`config.mk`:
```
export PLATFORM = sky130hd
export DESIGN_NAME = rom_arbiter
export DESIGN_NICKNAME = d
export VERILOG_FILES = /design/src/rtl/rom_arbiter.sv
export SDC_FILE = /design/constraint.sdc
export NUM_CORES = 1
export LEC_CHECK = 0
export ABC_CLOCK_PERIOD_IN_PS = 2400
export BUFFER_PORTS_ARGS = -buffer_cell sky130_fd_sc_hd__buf_2
export CORE_MARGIN = 1
export CORE_UTILIZATION = 46
export DETAILED_ROUTE_END_ITERATION = 7
export PLACE_DENSITY = 0.8
export SYNTH_ARGS = -nofsm -noshare
export SYNTH_HDL_FRONTEND = slang
export SYNTH_SLANG_ARGS = --single-unit
```
`constraint.sdc`:
```
create_clock -name clk -period 2.4 [get_ports clk]
set_input_delay 0 -clock clk [delete_from_list [all_inputs] [get_ports clk]]
set_output_delay 0 -clock clk [all_outputs]
set_load 0.01 [all_outputs]
```
`src/rtl/rom_arbiter.sv`:
```
// Two-master round-robin arbiter and sequencer for the instruction ROM.
// Drives the active-low CS_/AS_ handshake, waits for Rdy_, and aborts on timeout.
module rom_arbiter #(
  parameter int unsigned ADDR_W  = 11,
  parameter int unsigned DATA_W  = 32,
  parameter int unsigned TIMEOUT = 15
) (
  input  logic              clk,
  input  logic              reset,
  input  logic              m0_req_,
  input  logic [ADDR_W-1:0] m0_addr,
  output logic [DATA_W-1:0] m0_rd_data,
  output logic              m0_rdy_,
  input  logic              m1_req_,
  input  logic [ADDR_W-1:0] m1_addr,
  output logic [DATA_W-1:0] m1_rd_data,
  output logic              m1_rdy_,
  output logic              rom_cs_,
  output logic              rom_as_,
  output logic [ADDR_W-1:0] rom_addr,
  input  logic [DATA_W-1:0] rom_rd_data,
  input  logic              rom_rdy_,
  output logic              err
);

  typedef enum logic [1:0] {S_IDLE, S_ACCESS, S_RESP} state_t;

  // Abort once the final allowed ACCESS cycle ends without Rdy_.
  localparam logic [7:0] LP_CNT_LAST = 8'(TIMEOUT - 1);

  state_t              r_state,    w_state_nxt;
  logic                r_grant,    w_grant_nxt;
  logic                r_last,     w_last_nxt;
  logic [7:0]          r_cnt,      w_cnt_nxt;
  logic                r_cs_,      w_cs_nxt;
  logic                r_as_,      w_as_nxt;
  logic [ADDR_W-1:0]   r_addr,     w_addr_nxt;
  logic [DATA_W-1:0]   r_data,     w_data_nxt;
  logic                r_rdy0_,    w_rdy0_nxt;
  logic                r_rdy1_,    w_rdy1_nxt;
  logic                r_err,      w_err_nxt;
  logic                w_win;

  always_ff @(posedge clk or posedge reset) begin
    if (reset) begin
      r_state <= S_IDLE;
      r_grant <= 1'b0;
      r_last  <= 1'b1;
      r_cnt   <= '0;
      r_cs_   <= 1'b1;
      r_as_   <= 1'b1;
      r_addr  <= '0;
      r_data  <= '0;
      r_rdy0_ <= 1'b1;
      r_rdy1_ <= 1'b1;
      r_err   <= 1'b0;
    end else begin
      r_state <= w_state_nxt;
      r_grant <= w_grant_nxt;
      r_last  <= w_last_nxt;
      r_cnt   <= w_cnt_nxt;
      r_cs_   <= w_cs_nxt;
      r_as_   <= w_as_nxt;
      r_addr  <= w_addr_nxt;
      r_data  <= w_data_nxt;
      r_rdy0_ <= w_rdy0_nxt;
      r_rdy1_ <= w_rdy1_nxt;
      r_err   <= w_err_nxt;
    end
  end

  // On a tie the master not served last wins; otherwise whoever is asking.
  always_comb begin
    if (!m0_req_ && !m1_req_) w_win = ~r_last;
    else                      w_win = m0_req_;
  end

  always_comb begin
    w_state_nxt = r_state;
    w_grant_nxt = r_grant;
    w_last_nxt  = r_last;
    w_cnt_nxt   = r_cnt;
    w_cs_nxt    = r_cs_;
    w_as_nxt    = r_as_;
    w_addr_nxt  = r_addr;
    w_data_nxt  = r_data;
    w_rdy0_nxt  = 1'b1;
    w_rdy1_nxt  = 1'b1;
    w_err_nxt   = 1'b0;
    case (r_state)
      S_IDLE: begin
        w_cs_nxt = 1'b1;
        w_as_nxt = 1'b1;
        if (!m0_req_ || !m1_req_) begin
          w_grant_nxt = w_win;
          w_addr_nxt  = w_win ? m1_addr : m0_addr;
          w_cs_nxt    = 1'b0;
          w_as_nxt    = 1'b0;
          w_cnt_nxt   = '0;
          w_state_nxt = S_ACCESS;
        end
      end
      S_ACCESS: begin
        if (r_cnt != 8'hFF) w_cnt_nxt = r_cnt + 8'd1;
        // Count zero marks the first ACCESS cycle, where Rdy_ may be stale.
        if (r_cnt != 8'd0 && !rom_rdy_) begin
          w_data_nxt  = rom_rd_data;
          w_cs_nxt    = 1'b1;
          w_as_nxt    = 1'b1;
          w_rdy0_nxt  = r_grant;
          w_rdy1_nxt  = ~r_grant;
          w_state_nxt = S_RESP;
        end else if (r_cnt >= LP_CNT_LAST) begin
          w_data_nxt  = '0;
          w_cs_nxt    = 1'b1;
          w_as_nxt    = 1'b1;
          w_rdy0_nxt  = r_grant;
          w_rdy1_nxt  = ~r_grant;
          w_err_nxt   = 1'b1;
          w_state_nxt = S_RESP;
        end
      end
      S_RESP: begin
        w_last_nxt  = r_grant;
        w_state_nxt = S_IDLE;
      end
      default: w_state_nxt = S_IDLE;
    endcase
  end

  assign rom_cs_    = r_cs_;
  assign rom_as_    = r_as_;
  assign rom_addr   = r_addr;
  assign m0_rd_data = r_data;
  assign m1_rd_data = r_data;
  assign m0_rdy_    = r_rdy0_;
  assign m1_rdy_    = r_rdy1_;
  assign err        = r_err;

endmodule

```
---- Word level (Yosys, flattened, before mapping) ----
Cells that the tools add are included.
word-level totals
  register bits after elaboration ......... 59
  word-level logic and storage cells ...... 59
  output and inout bits ................... 80
operators by class
  add/sub/neg operators ................... 1
  $lt $le $gt $ge ......................... 1
  bitwise operators ....................... 2
  multiplexer cells ....................... 24
  reduce and logical (&&, ||, !) cells .... 15
  equality and inequality tests ........... 6
operators by type and width
  kind                   number
  $mux W32               2
  $mux W8                2
  $pmux W8 S2            1
  $mux W1                13
  $mux W11               1
  $add A8 B1 Y8 const B  1
  $ge A8 B4 Y1 const B   1
  $ne A8 B8 Y1 const B   1
  $reduce_and A2 Y1      4
  $reduce_bool A8 Y1     1
  $mux W2                3
  $ne A2 B2 Y1 const B   2
  $pmux W2 S2            1
  $reduce_bool A2 Y1     2
  $logic_not A1 Y1       3
  $ne A3 B3 Y1 const B   1
  $reduce_and A3 Y1      1
  $eq A2 B1 Y1 const B   1
  $eq A2 B2 Y1 const B   1
  $logic_and A1 B1 Y1    2
  $logic_not A2 Y1       1
  $not A1 Y1             2
  $pmux W1 S2            1
  $logic_or A1 B1 Y1     1

---- Longest topological paths before layout ----
Gate-level depths: netlist of run 1.
  word-level depth ........................ 4
  mapped depth ............................ 7

---- Worst setup path before layout of run 1 ----
OpenSTA, ideal clock, no wires.
  kind .................................... reg2reg
  start point ............................. register r_cnt[0]
  end point ............................... register r_data[0] (netlist: m0_rd_data[0])
  arrival ................................. 1.599 ns
  cell stages (with the launch flop) ...... 8
  path slack .............................. 0.679 ns
  required time ........................... 2.279 ns
  period minus slack after synthesis ...... 1.721 ns
  path buffers ............................ 2
  cell sequence ........................... dfrtp_1 inv_1 ha_1 nor3b_2 or3_1 buf_6 buf_6 a32o_2
on the way
  word-level cells in the longest chain between the ends .. 4
ends and longest elaborated chain
  element                                                               RTL line  RTL
  start: declaration                                                    34        logic [7:0] r_cnt, w_cnt_nxt;
  start signal: assignment                                              61        r_cnt <= w_cnt_nxt;
  parallel branches: the longest is 4 deep, another holds $ge A8 B4 Y1  -
  end signal: assignment                                                65        r_data <= w_data_nxt;
  end: declaration                                                      38        logic [DATA_W-1:0] r_data, w_data_nxt;
Several ways; the timed one is not identified.
A chain may end at the register's enable or synchronous reset.

---- Worst setup path after layout of run 1 ----
  start point ............................. register r_cnt[0]
  end point ............................... register r_data[3] (netlist: m0_rd_data[3])
Same word-level chain as after synthesis.

==> flow_metrics.py, run 1 <==
metrics = {
    "yosys": {
        "synth_top_area_cell": "dfrtp_1",
        "synth_ff_type": "dfrtp_1",
        "synthTopCellsByCount": "dfrtp_1, buf_4, a32o_2",
        "synth_top_cell_area_share_pct": 47.7,
        "ys_seq_area_share_pct": 51.4,
        "ys_async_sr_fraction_pct": 100,
        "synth_area_per_cell_um2": 12.1,
        "synthCells": 238,
        "synth.most_common_cell": "dfrtp_1",
        "synth_edf_count": 0,
        "ys_warn_count": 0,
        "synth_area_leaders": "dfrtp_1, a32o_2, buf_4",
        "ys_ff_latch": 59,
        "syn_area_um2": 2880,
        "synth_cell_types": 41,
        "synth_nets": 300,
    },
    "layout": {
        "syn2layout_area_growth_pct": 43.6,
        "fillers": 429,
        "layout-drive-gt1-share_pct": 49.9,
        "final-instance-count-excl-fill": 478,
        "fin_nets": 460,
        "n_antenna_cell": 0,
    },
    "global_routing": {
        "grt_first_pass_wirelength_mm": 12.1,
        "grt_max_degree": 60,
        "gr-usage-all-layers_pct": 24.6,
        "antenna_found_initial": 0,
        "gr-total-overflow": 0,
        "grt_pass1_vias": 2578,
    },
    "cts": {
        "cts_resized": 0,
        "cts_buffers": 9,
        "htreeDepth": 3,
        "tritoncts": "built",
        "insertion_delay_ps": 340,
        "clockBufferDepth": 2,
        "cts_sinks": 59,
        "cts_root_buf": "clkbuf_8",
        "clk_pin_slew_ps": 70,
    },
    "detailed_routing": {
        "wl_mm": 7.74,
        "num_vias": 2561,
        "drc": 0,
        "dr.pass1.iters": 4,
        "drt-initial-drc-count": 138,
        "vias_per_cell": 5.36,
        "routedWlPerCell_um": 16.2,
        "postRouteAntennaNets": 0,
    },
    "placement": {
        "gp_congestion": 0.791,
        "portBuffers": 138,
        "placed_cells": 406,
        "dpl.hpwl_mm": 4.44,
    },
    "critical_path": {
        "critPathLaunchType": "flip-flop",
        "crit_type": "reg2reg",
        "end_kind": "flip-flop",
        "cp_data_arrival_time_ps": 2220,
        "crit_path_max_fanout": 25,
        "worstPathRequired_ps": 2610,
    },
    "die": {
        "rows": 28,
        "chipWidth_um": 81.2,
        "pin_count": 139,
        "initial_utilization_pct": 48.1,
        "core-area_um2": 5990,
        "die_area_um2": 6590,
        "die_h_um": 81.2,
    },
    "timing": {
        "hold_viol": 0,
        "slew_headroom_pct": 49.6,
        "rsz0062_at_grt": "no",
        "final.period_utilization_pct": 83.6,
        "fin_worst_skew_ps": 9.97,
        "fmax_mhz": 498,
        "worst_pin_slew_ps": 756,
        "tns_ps": 0,
        "fin_crit_ps": 2010,
        "setup_viol": 0,
        "drv_slew": 0,
    },
    "pwr": {
        "p_leak_nw": 2.20,
        "power.density_nw_per_um2": 1210,
        "ir_drop_mv": 0.790,
    },
    "min_path": {
        "hp-class": "in2reg",
    },
    "run_status": {
        "outcome": "finished clean",
    },
    "job": {
        "max-cap-violations": 0,
    },
}
[area by class of cell]
cell class | count | area (um^2) | share of cell area (%)
sequential | 59 | 1480 | 35.8
clock inverter | 4 | 73.8 | 1.78
tap | 75 | 93.8 | 2.27
clock buffer | 12 | 145 | 3.50
timing repair buffer | 199 | 1300 | 31.4
inverter | 6 | 22.5 | 0.544
multi-input combinational | 123 | 1020 | 24.7
[routing by layer]
metal,global-route usage [%],wire (um),up-vias
li1,-,-,1189
met1,27.2,3100,1240
met2,44.9,4000,123
met3,5.84,570,9
met4,10.2,76,0
met5,0,0,-
[report_power, final]
group	internal, mW	switching [mW]	total [mW]
clock	0.614	0.385	0.999
combinational	1.09	1.11	2.19
sequential	1.44	0.359	1.80
[per-stage QoR]
stage	power, mW	utilization, %	hold WS (ps)	worst slack (ps)	instance area (um^2)
after floorplan	3.40	-	127	679	2880
after CTS	4.96	69.2	70.8	419	4140
final	4.99	69.2	84.1	393	4140
after global routing	5.36	69.2	131	296	4140
after detailed placement	3.86	56.1	221	450	3360
after global placement	3.79	56.1	220	488	3360
[path summary, 6_finish.rpt]
| check | startpoint | endpoint | slack (ps) | cells after the start |
|---|---|---|---|---|
| max | r_cnt[0] | m0_rd_data[3] | 390 | 6 |
| min in group asynchronous | reset | rom_addr[1] | 470 | 4 |
| max reg2reg | r_cnt[0] | m0_rd_data[3] | 390 | 6 |
| max in group asynchronous | reset | m0_rd_data[7] | 1440 | 4 |
| min | m0_req_ | r_grant | 80 | 3 |
| min reg2reg | rom_addr[8] | rom_addr[8] | 470 | 2 |
[what timing repair did]
item | 4_1_cts | 5_1_grt
buffers inserted | 0 | 0
endpoints found under the hold margin | 99 | 0
hold buffers | 56 | 0
[flip-flops by register name, summed over array words and instances, names as in the netlist]
signal,cells
m1_rdy_,1
r_cnt,8
m0_rd_data,32
r_last,1
m0_rdy_,1
r_state,2
rom_addr,11
r_grant,1
err,1
rom_as_,1
[critical path, cell delays in order, from the launching register on]
cell and delay [ps]:
dfrtp_1 410, inv_1 100, ha_1 190, nor3b_2 180, or3_1 490, buf_12 230, a32o_2 270
[cells in the final DEF, fill, tap and decap left out, types with 2 or more instances in the layout]
cell type,Yosys,routed
inv_1,6,5
mux2i_1,13,13
a31oi_1,3,3
dlygate4sd3_1,0,56
o211ai_1,5,5
a21oi_1,2,2
buf_2,5,138
nand3_1,3,3
buf_4,37,4
dfstp_2,4,4
clkbuf_1,4,2
and2_1,2,2
o21ai_0,15,15
nand3b_1,2,2
dfrtp_1,55,55
bufinv_16,0,2
a32o_2,32,32
a311oi_1,3,3
or4_1,2,2
nand2_1,13,13
nor2_1,4,4
clkbuf_8,0,10
and3b_1,2,2
ha_1,3,3
[logic make-up after synthesis]
group	synth area share [%]
DFF	51.4
buffers and inverters	13.4
and+or+nand+nor	8.07
adders and majority gates	1.30
muxes	4.51
AOI/OAI and AO/OA	21.4
Power figures use the tool's default switching activity.
==> run 2, diff against run 1 <==
--- a/config.mk
+++ b/config.mk
@@ -5,7 +5,7 @@
 export SDC_FILE = /design/constraint.sdc
 export NUM_CORES = 1
 export LEC_CHECK = 0
-export ABC_CLOCK_PERIOD_IN_PS = 2400
+export ABC_CLOCK_PERIOD_IN_PS = 2100
 export BUFFER_PORTS_ARGS = -buffer_cell sky130_fd_sc_hd__buf_2
 export CORE_MARGIN = 1
 export CORE_UTILIZATION = 46
==> constraint.sdc (replaced) <==
create_clock -name clk -period 2.1 [get_ports clk]
set_input_delay 0 -clock clk [delete_from_list [all_inputs] [get_ports clk]]
set_output_delay 0 -clock clk [all_outputs]
set_load 0.01 [all_outputs]
==> run 2 against run 1 <==
  * Final cell count grew 0.84%
  * Non-clock buffer count is 3 higher
  * Critical path depth stayed put
  * Worst setup slack got worse by 160 ps
  * Routed wire length up 3.6%
  * Largest power group unchanged
==> flow_metrics.py, run 2 (synthesis results as in run 1) <==
metrics = {
    "layout": {
        "n_antenna_cell": 0,
        "final_area_um2": 4160,
        "layout-drive-gt1-share_pct": 50.1,
        "utilization_pct": 69.4,
        "syn2layout_area_growth_pct": 44.1,
        "largest_reg_flops": 32,
        "layout_common_cells": "buf_2, dlygate4sd3_1, dfrtp_1, a32o_2, o21ai_0",
        "fin_nets": 464,
        "layout_commonest_cell": "buf_2",
        "fillers": 429,
    },
    "timing": {
        "worst_pin_slew_ps": 818,
        "setup_slack_ps": 232,
        "fin_worst_skew_ps": 9.82,
        "drv_slew": 0,
        "final.period_utilization_pct": 88.9,
        "hold_viol": 0,
        "setup_viol": 0,
        "fmax_mhz": 535,
        "slew_headroom_pct": 45.3,
        "fin_crit_ps": 1870,
        "rsz0062_at_grt": "no",
        "fin_hold_ws_ps": 105,
    },
    "pwr": {
        "ir_drop_mv": 0.713,
        "p_sw_share_pct": 37.6,
        "clkPwrFrac_pct": 17.9,
        "p_seq_share_pct": 35.9,
        "p_sw_mw": 2.11,
        "comb_power_share_pct": 46.3,
        "power.density_nw_per_um2": 1350,
        "p_int_mw": 3.50,
        "p_leak_nw": 2.21,
    },
    "placement": {
        "gp_congestion": 0.744,
        "dpl_worst_slack_ps": -54.9,
        "placed_cell_area_um2": 3390,
        "portBuffers": 138,
        "dpl.hpwl_mm": 4.45,
    },
    "critical_path": {
        "crit_path_max_incr_delay_ps": 430,
        "cp_cell_sequence": "inv_1, ha_1, nor3b_2, or3_1, buf_4, a32o_2",
        "crit_slowest_cell": "nor3b_2",
        "crit_path_max_fanout": 32,
        "critical_path.top_delay_family": "simple AND/OR/NAND/NOR gates",
        "crit_type": "reg2reg",
        "timing.critical_path.buf_inv": 2,
        "reg2reg_slack_ps": 230,
        "end_kind": "flip-flop",
        "worstPathRequired_ps": 2360,
        "critPathLaunchType": "flip-flop",
        "cp_data_arrival_time_ps": 2130,
    },
    "detailed_routing": {
        "met1_length_mm": 3.22,
        "vias_per_cell": 5.50,
        "routedWlPerCell_um": 16.6,
        "num_vias": 2650,
        "drt-initial-drc-count": 146,
        "dr_wl_met3_um": 656,
        "drc": 0,
        "wl_mm": 8.02,
        "dr.pass1.iters": 4,
        "wl_met2_mm": 4.04,
        "postRouteAntennaNets": 0,
        "dr.max_layer_used": "met4",
    },
    "run_status": {
        "outcome": "finished clean",
    },
    "cts": {
        "insertion_delay_ps": 330,
        "cts_sinks": 59,
        "clockBufferDepth": 2,
        "tritoncts": "built",
        "htreeDepth": 3,
        "clk_pin_slew_ps": 60,
        "cts_buffers": 9,
        "cts_root_buf": "clkbuf_8",
    },
    "die": {
        "die_h_um": 81.2,
        "die_area_um2": 6590,
        "initial_utilization_pct": 48.1,
        "core-area_um2": 5990,
        "chipWidth_um": 81.2,
        "pin_count": 139,
        "rows": 28,
    },
    "global_routing": {
        "antenna_found_initial": 0,
        "grt_max_degree": 34,
        "gr-usage-all-layers_pct": 25.7,
        "gr-total-overflow": 0,
        "grt_pass1_vias": 2610,
        "grt_first_pass_wirelength_mm": 12.4,
    },
    "job": {
        "max-cap-violations": 0,
    },
    "min_path": {
        "hp-class": "in2reg",
    },
}
[run 2: changes by cell type in the layout (fill, tap and decap cells not counted)]
cell       change
buf_4          +3
clkinv_4       -1
bufinv_16      -1
a211oi_4       +1
clkinv_2       +1
clkbuf_1       +1
[run 2: power groups by stage]
stage | combinational, mW | clock (mW) | sequential [mW]
2_1_floorplan | 1.73 | 0 | 2.15
3_3_place_gp | 2.36 | 0 | 1.99
3_5_place_dp | 2.43 | 0 | 2.00
4_1_cts | 2.57 | 1.02 | 1.99
5_1_grt | 2.87 | 1.09 | 2.07
6_report | 2.59 | 1.00 | 2.01
[run 2: worst paths after layout]
path / depth (start not counted) / from / to
min in group asynchronous: 3 / reset / rom_addr[5]
setup / recovery: 6 / r_cnt[0] / m0_rd_data[13]
hold / removal: 3 / m0_req_ / r_grant
max in group asynchronous: 4 / reset / m1_rdy_
setup reg to reg: 6 / r_cnt[0] / m0_rd_data[13]
hold reg to reg: 2 / rom_addr[8] / rom_addr[8]
[run 2: layer usage]
layer	global-route usage (%)	up-vias
met4	11.1	0
li1	-	1201
met2	44.6	153
met1	28.8	1285
met3	8.20	11
met5	0	-
[run 2: timing repair]
action                                 CTS  global route
setup buffers                            0             0
endpoints found under the hold margin   71             0
pin swaps                                1             0
hold buffers                            56             0
cloned                                   1             0
setup endpoints to repair               32            16
gates resized for setup                  0             1
[run 2: cell type report]
type / instances / area [um^2] / area share (%)
Inverter: 6 / 22.5 / 0.542
Multi-Input combinational cell: 124 / 1040 / 25.1
Clock inverter: 3 / 40.0 / 0.964
Tap cell: 75 / 93.8 / 2.26
Sequential cell: 59 / 1480 / 35.7
Timing Repair Buffer: 202 / 1320 / 31.9
Clock buffer: 13 / 149 / 3.58
[run 2: through the flow]
| stage | total power [mW] | cells | TNS, ps |
|---|---|---|---|
| global route | 6.02 | 482 | 0 |
| detailed placement | 4.43 | 409 | -1060 |
| global placement | 4.35 | 409 | 0 |
| floorplan | 3.88 | 238 | 0 |
| finish | 5.61 | 482 | 0 |
| CTS | 5.58 | 482 | 0 |
[run 2: worst reg2reg max path: cells and delay by family (launching register included)]
family	cells	cell delay [ps]
simple gates	2	600
buf+inv	2	420
flops	1	370
compound gates	1	240
fa+ha+maj	1	160
==> run 3, diff against run 2 <==
--- a/config.mk
+++ b/config.mk
@@ -7,7 +7,7 @@
 export LEC_CHECK = 0
 export ABC_CLOCK_PERIOD_IN_PS = 2100
 export BUFFER_PORTS_ARGS = -buffer_cell sky130_fd_sc_hd__buf_2
-export CORE_MARGIN = 1
+export CORE_MARGIN = 2
 export CORE_UTILIZATION = 46
 export DETAILED_ROUTE_END_ITERATION = 7
 export PLACE_DENSITY = 0.8
==> run 3 against run 2 <==
  * Clock power hardly changed
  * Combinational power is 3% higher
  * Non-clock buffer count is 1 higher
  * Final area hardly changed
  * Clock skew is 2.6 ps higher
  * Highest routed layer unchanged
  * Die area is 5.0% higher
  * Critical path type unchanged
  * Register-to-register slack worse by 30 ps
==> flow_metrics.py, run 3 (synthesis results as in run 1) <==
metrics = {
    "pwr": {
        "p_seq_share_pct": 35.3,
        "p_leak_nw": 2.20,
        "p_sw_mw": 2.18,
        "power.density_nw_per_um2": 1370,
        "comb_power_share_pct": 46.8,
        "p_sw_share_pct": 38.4,
        "ir_drop_mv": 0.856,
        "clkPwrFrac_pct": 18.0,
        "p_int_mw": 3.50,
    },
    "layout": {
        "regArea_um2": 1480,
        "layout-drive-gt1-share_pct": 50.7,
        "fin_nets": 465,
        "largest_reg_flops": 32,
        "multi_input_area_um2": 1040,
        "fillers": 420,
        "utilization_pct": 69.3,
        "layout_common_cells": "buf_2, dfrtp_1, dlygate4sd3_1, a32o_2, o21ai_0",
        "final-instance-count-excl-fill": 483,
        "n_antenna_cell": 0,
        "syn2layout_area_growth_pct": 44.0,
        "layout_commonest_cell": "buf_2",
    },
    "placement": {
        "portBuffers": 138,
        "gp_congestion": 0.827,
        "dpl.hpwl_mm": 4.74,
        "placed_cells": 411,
        "dpl_worst_slack_ps": -75.9,
    },
    "cts": {
        "htreeDepth": 3,
        "clk_pin_slew_ps": 60,
        "insertion_delay_ps": 330,
        "clockBufferDepth": 2,
        "tritoncts": "built",
        "cts_root_buf": "clkbuf_8",
        "cts_buffers": 9,
        "cts_sinks": 59,
        "cts_setup_buffers": 0,
    },
    "job": {
        "max-cap-violations": 0,
    },
    "detailed_routing": {
        "vias_per_cell": 5.39,
        "wl_mm": 8.28,
        "num_vias": 2602,
        "drc": 0,
        "dr.pass1.iters": 4,
        "routedWlPerCell_um": 17.1,
        "drt-initial-drc-count": 142,
        "postRouteAntennaNets": 0,
    },
    "die": {
        "pin_count": 139,
        "chipWidth_um": 83.2,
        "core-area_um2": 5990,
        "die_area_um2": 6920,
        "die_h_um": 83.2,
        "rows": 28,
        "initial_utilization_pct": 48.1,
    },
    "timing": {
        "fmax_mhz": 528,
        "final.period_utilization_pct": 90.2,
        "fin_hold_ws_ps": 63.2,
        "hold_viol": 0,
        "worst_pin_slew_ps": 758,
        "fin_crit_ps": 1900,
        "rsz0062_at_grt": "no",
        "slew_headroom_pct": 49.4,
        "setup_slack_ps": 205,
        "drv_slew": 0,
        "setup_viol": 0,
        "fin_worst_skew_ps": 12.4,
        "tns_ps": 0,
    },
    "global_routing": {
        "gr-usage-all-layers_pct": 25.2,
        "gr-total-overflow": 0,
        "grt_max_degree": 34,
        "antenna_found_initial": 0,
        "grt_first_pass_wirelength_mm": 13.8,
        "grt_pass1_vias": 2745,
    },
    "critical_path": {
        "rr_worst_depth": 6,
        "crit_path_max_incr_delay_ps": 460,
        "critPathLaunchType": "flip-flop",
        "cp_data_arrival_time_ps": 2160,
        "cp_cell_sequence": "inv_1, ha_1, nor3b_2, or3_1, buf_4, a32o_2",
        "timing.critical_path.buf_inv": 2,
        "worstPathRequired_ps": 2370,
        "crit_slowest_cell": "nor3b_2",
        "end_kind": "flip-flop",
        "critical_path.top_delay_family": "simple AND/OR/NAND/NOR gates",
        "crit_type": "reg2reg",
        "crit_path_max_fanout": 32,
        "path_depth": 6,
    },
    "min_path": {
        "hp-class": "in2reg",
        "hold_depth": 3,
    },
    "run_status": {
        "outcome": "finished clean",
    },
}
run 3: cell types whose count changed in the layout (fill, tap and decap cells not counted), sizes merged:
cell	previous run	this run
buf	146	148
clkbuf	13	12
clkinv	2	1
clkinvlp	0	2
dlygate4sd3	56	55
run 3: layer usage:
metal	track usage [%]	up-vias	part of all wire (%)
met5	0	-	0
met2	44.4	126	52
li1	-	1200	-
met4	9.69	0	1.4
met1	28.8	1266	39
met3	7.26	10	7.3
run 3: timing repair:
action                     in CTS  in global routing
pin swaps                       1                  0
setup endpoints to repair      32                 16
hold endpoints to repair       59                  0
gates resized for setup         0                  1
gates cloned                    1                  0
hold buffers                   55                  0
run 3: worst paths after layout:
path	from	endpoint	slack, ps
max	r_cnt[0]	m0_rd_data[25]	200
min reg2reg	rom_addr[0]	rom_addr[0]	490
max in group asynchronous	reset	m0_rd_data[30]	1240
min	rom_rdy_	err	60
min in group asynchronous	reset	rom_addr[1]	200
max reg2reg	r_cnt[0]	m0_rd_data[25]	200
run 3: layout make-up:
| class | count | area share, % |
|---|---|---|
| clock inverter | 4 | 1.20 |
| clock buffer | 12 | 3.49 |
| tap | 75 | 2.26 |
| multi-input combinational | 124 | 25.2 |
| timing repair buffer | 203 | 31.7 |
| sequential | 59 | 35.7 |
| inverter | 6 | 0.542 |
run 3: per-stage QoR:
step,total power [mW],area [um^2]
finish,5.68,4150
CTS,5.64,4150
floorplan,3.88,2880
detailed placement,4.47,3390
global placement,4.36,3390
global route,6.07,4150
run 3: power groups by stage:
stage / combinational (mW) / clock [mW] / sequential, mW
global route: 2.89 / 1.11 / 2.07
finish: 2.66 / 1.02 / 2.00
floorplan: 1.73 / 0 / 2.15
global placement: 2.39 / 0 / 1.98
CTS: 2.61 / 1.04 / 1.99
detailed placement: 2.47 / 0 / 2.00
run 3: worst reg2reg max path, cell delays in order (launching register included):
cell and delay (ps):
dfrtp_1 370, inv_1 100, ha_1 150, nor3b_2 460
or3_1 180, buf_4 320, a32o_2 250
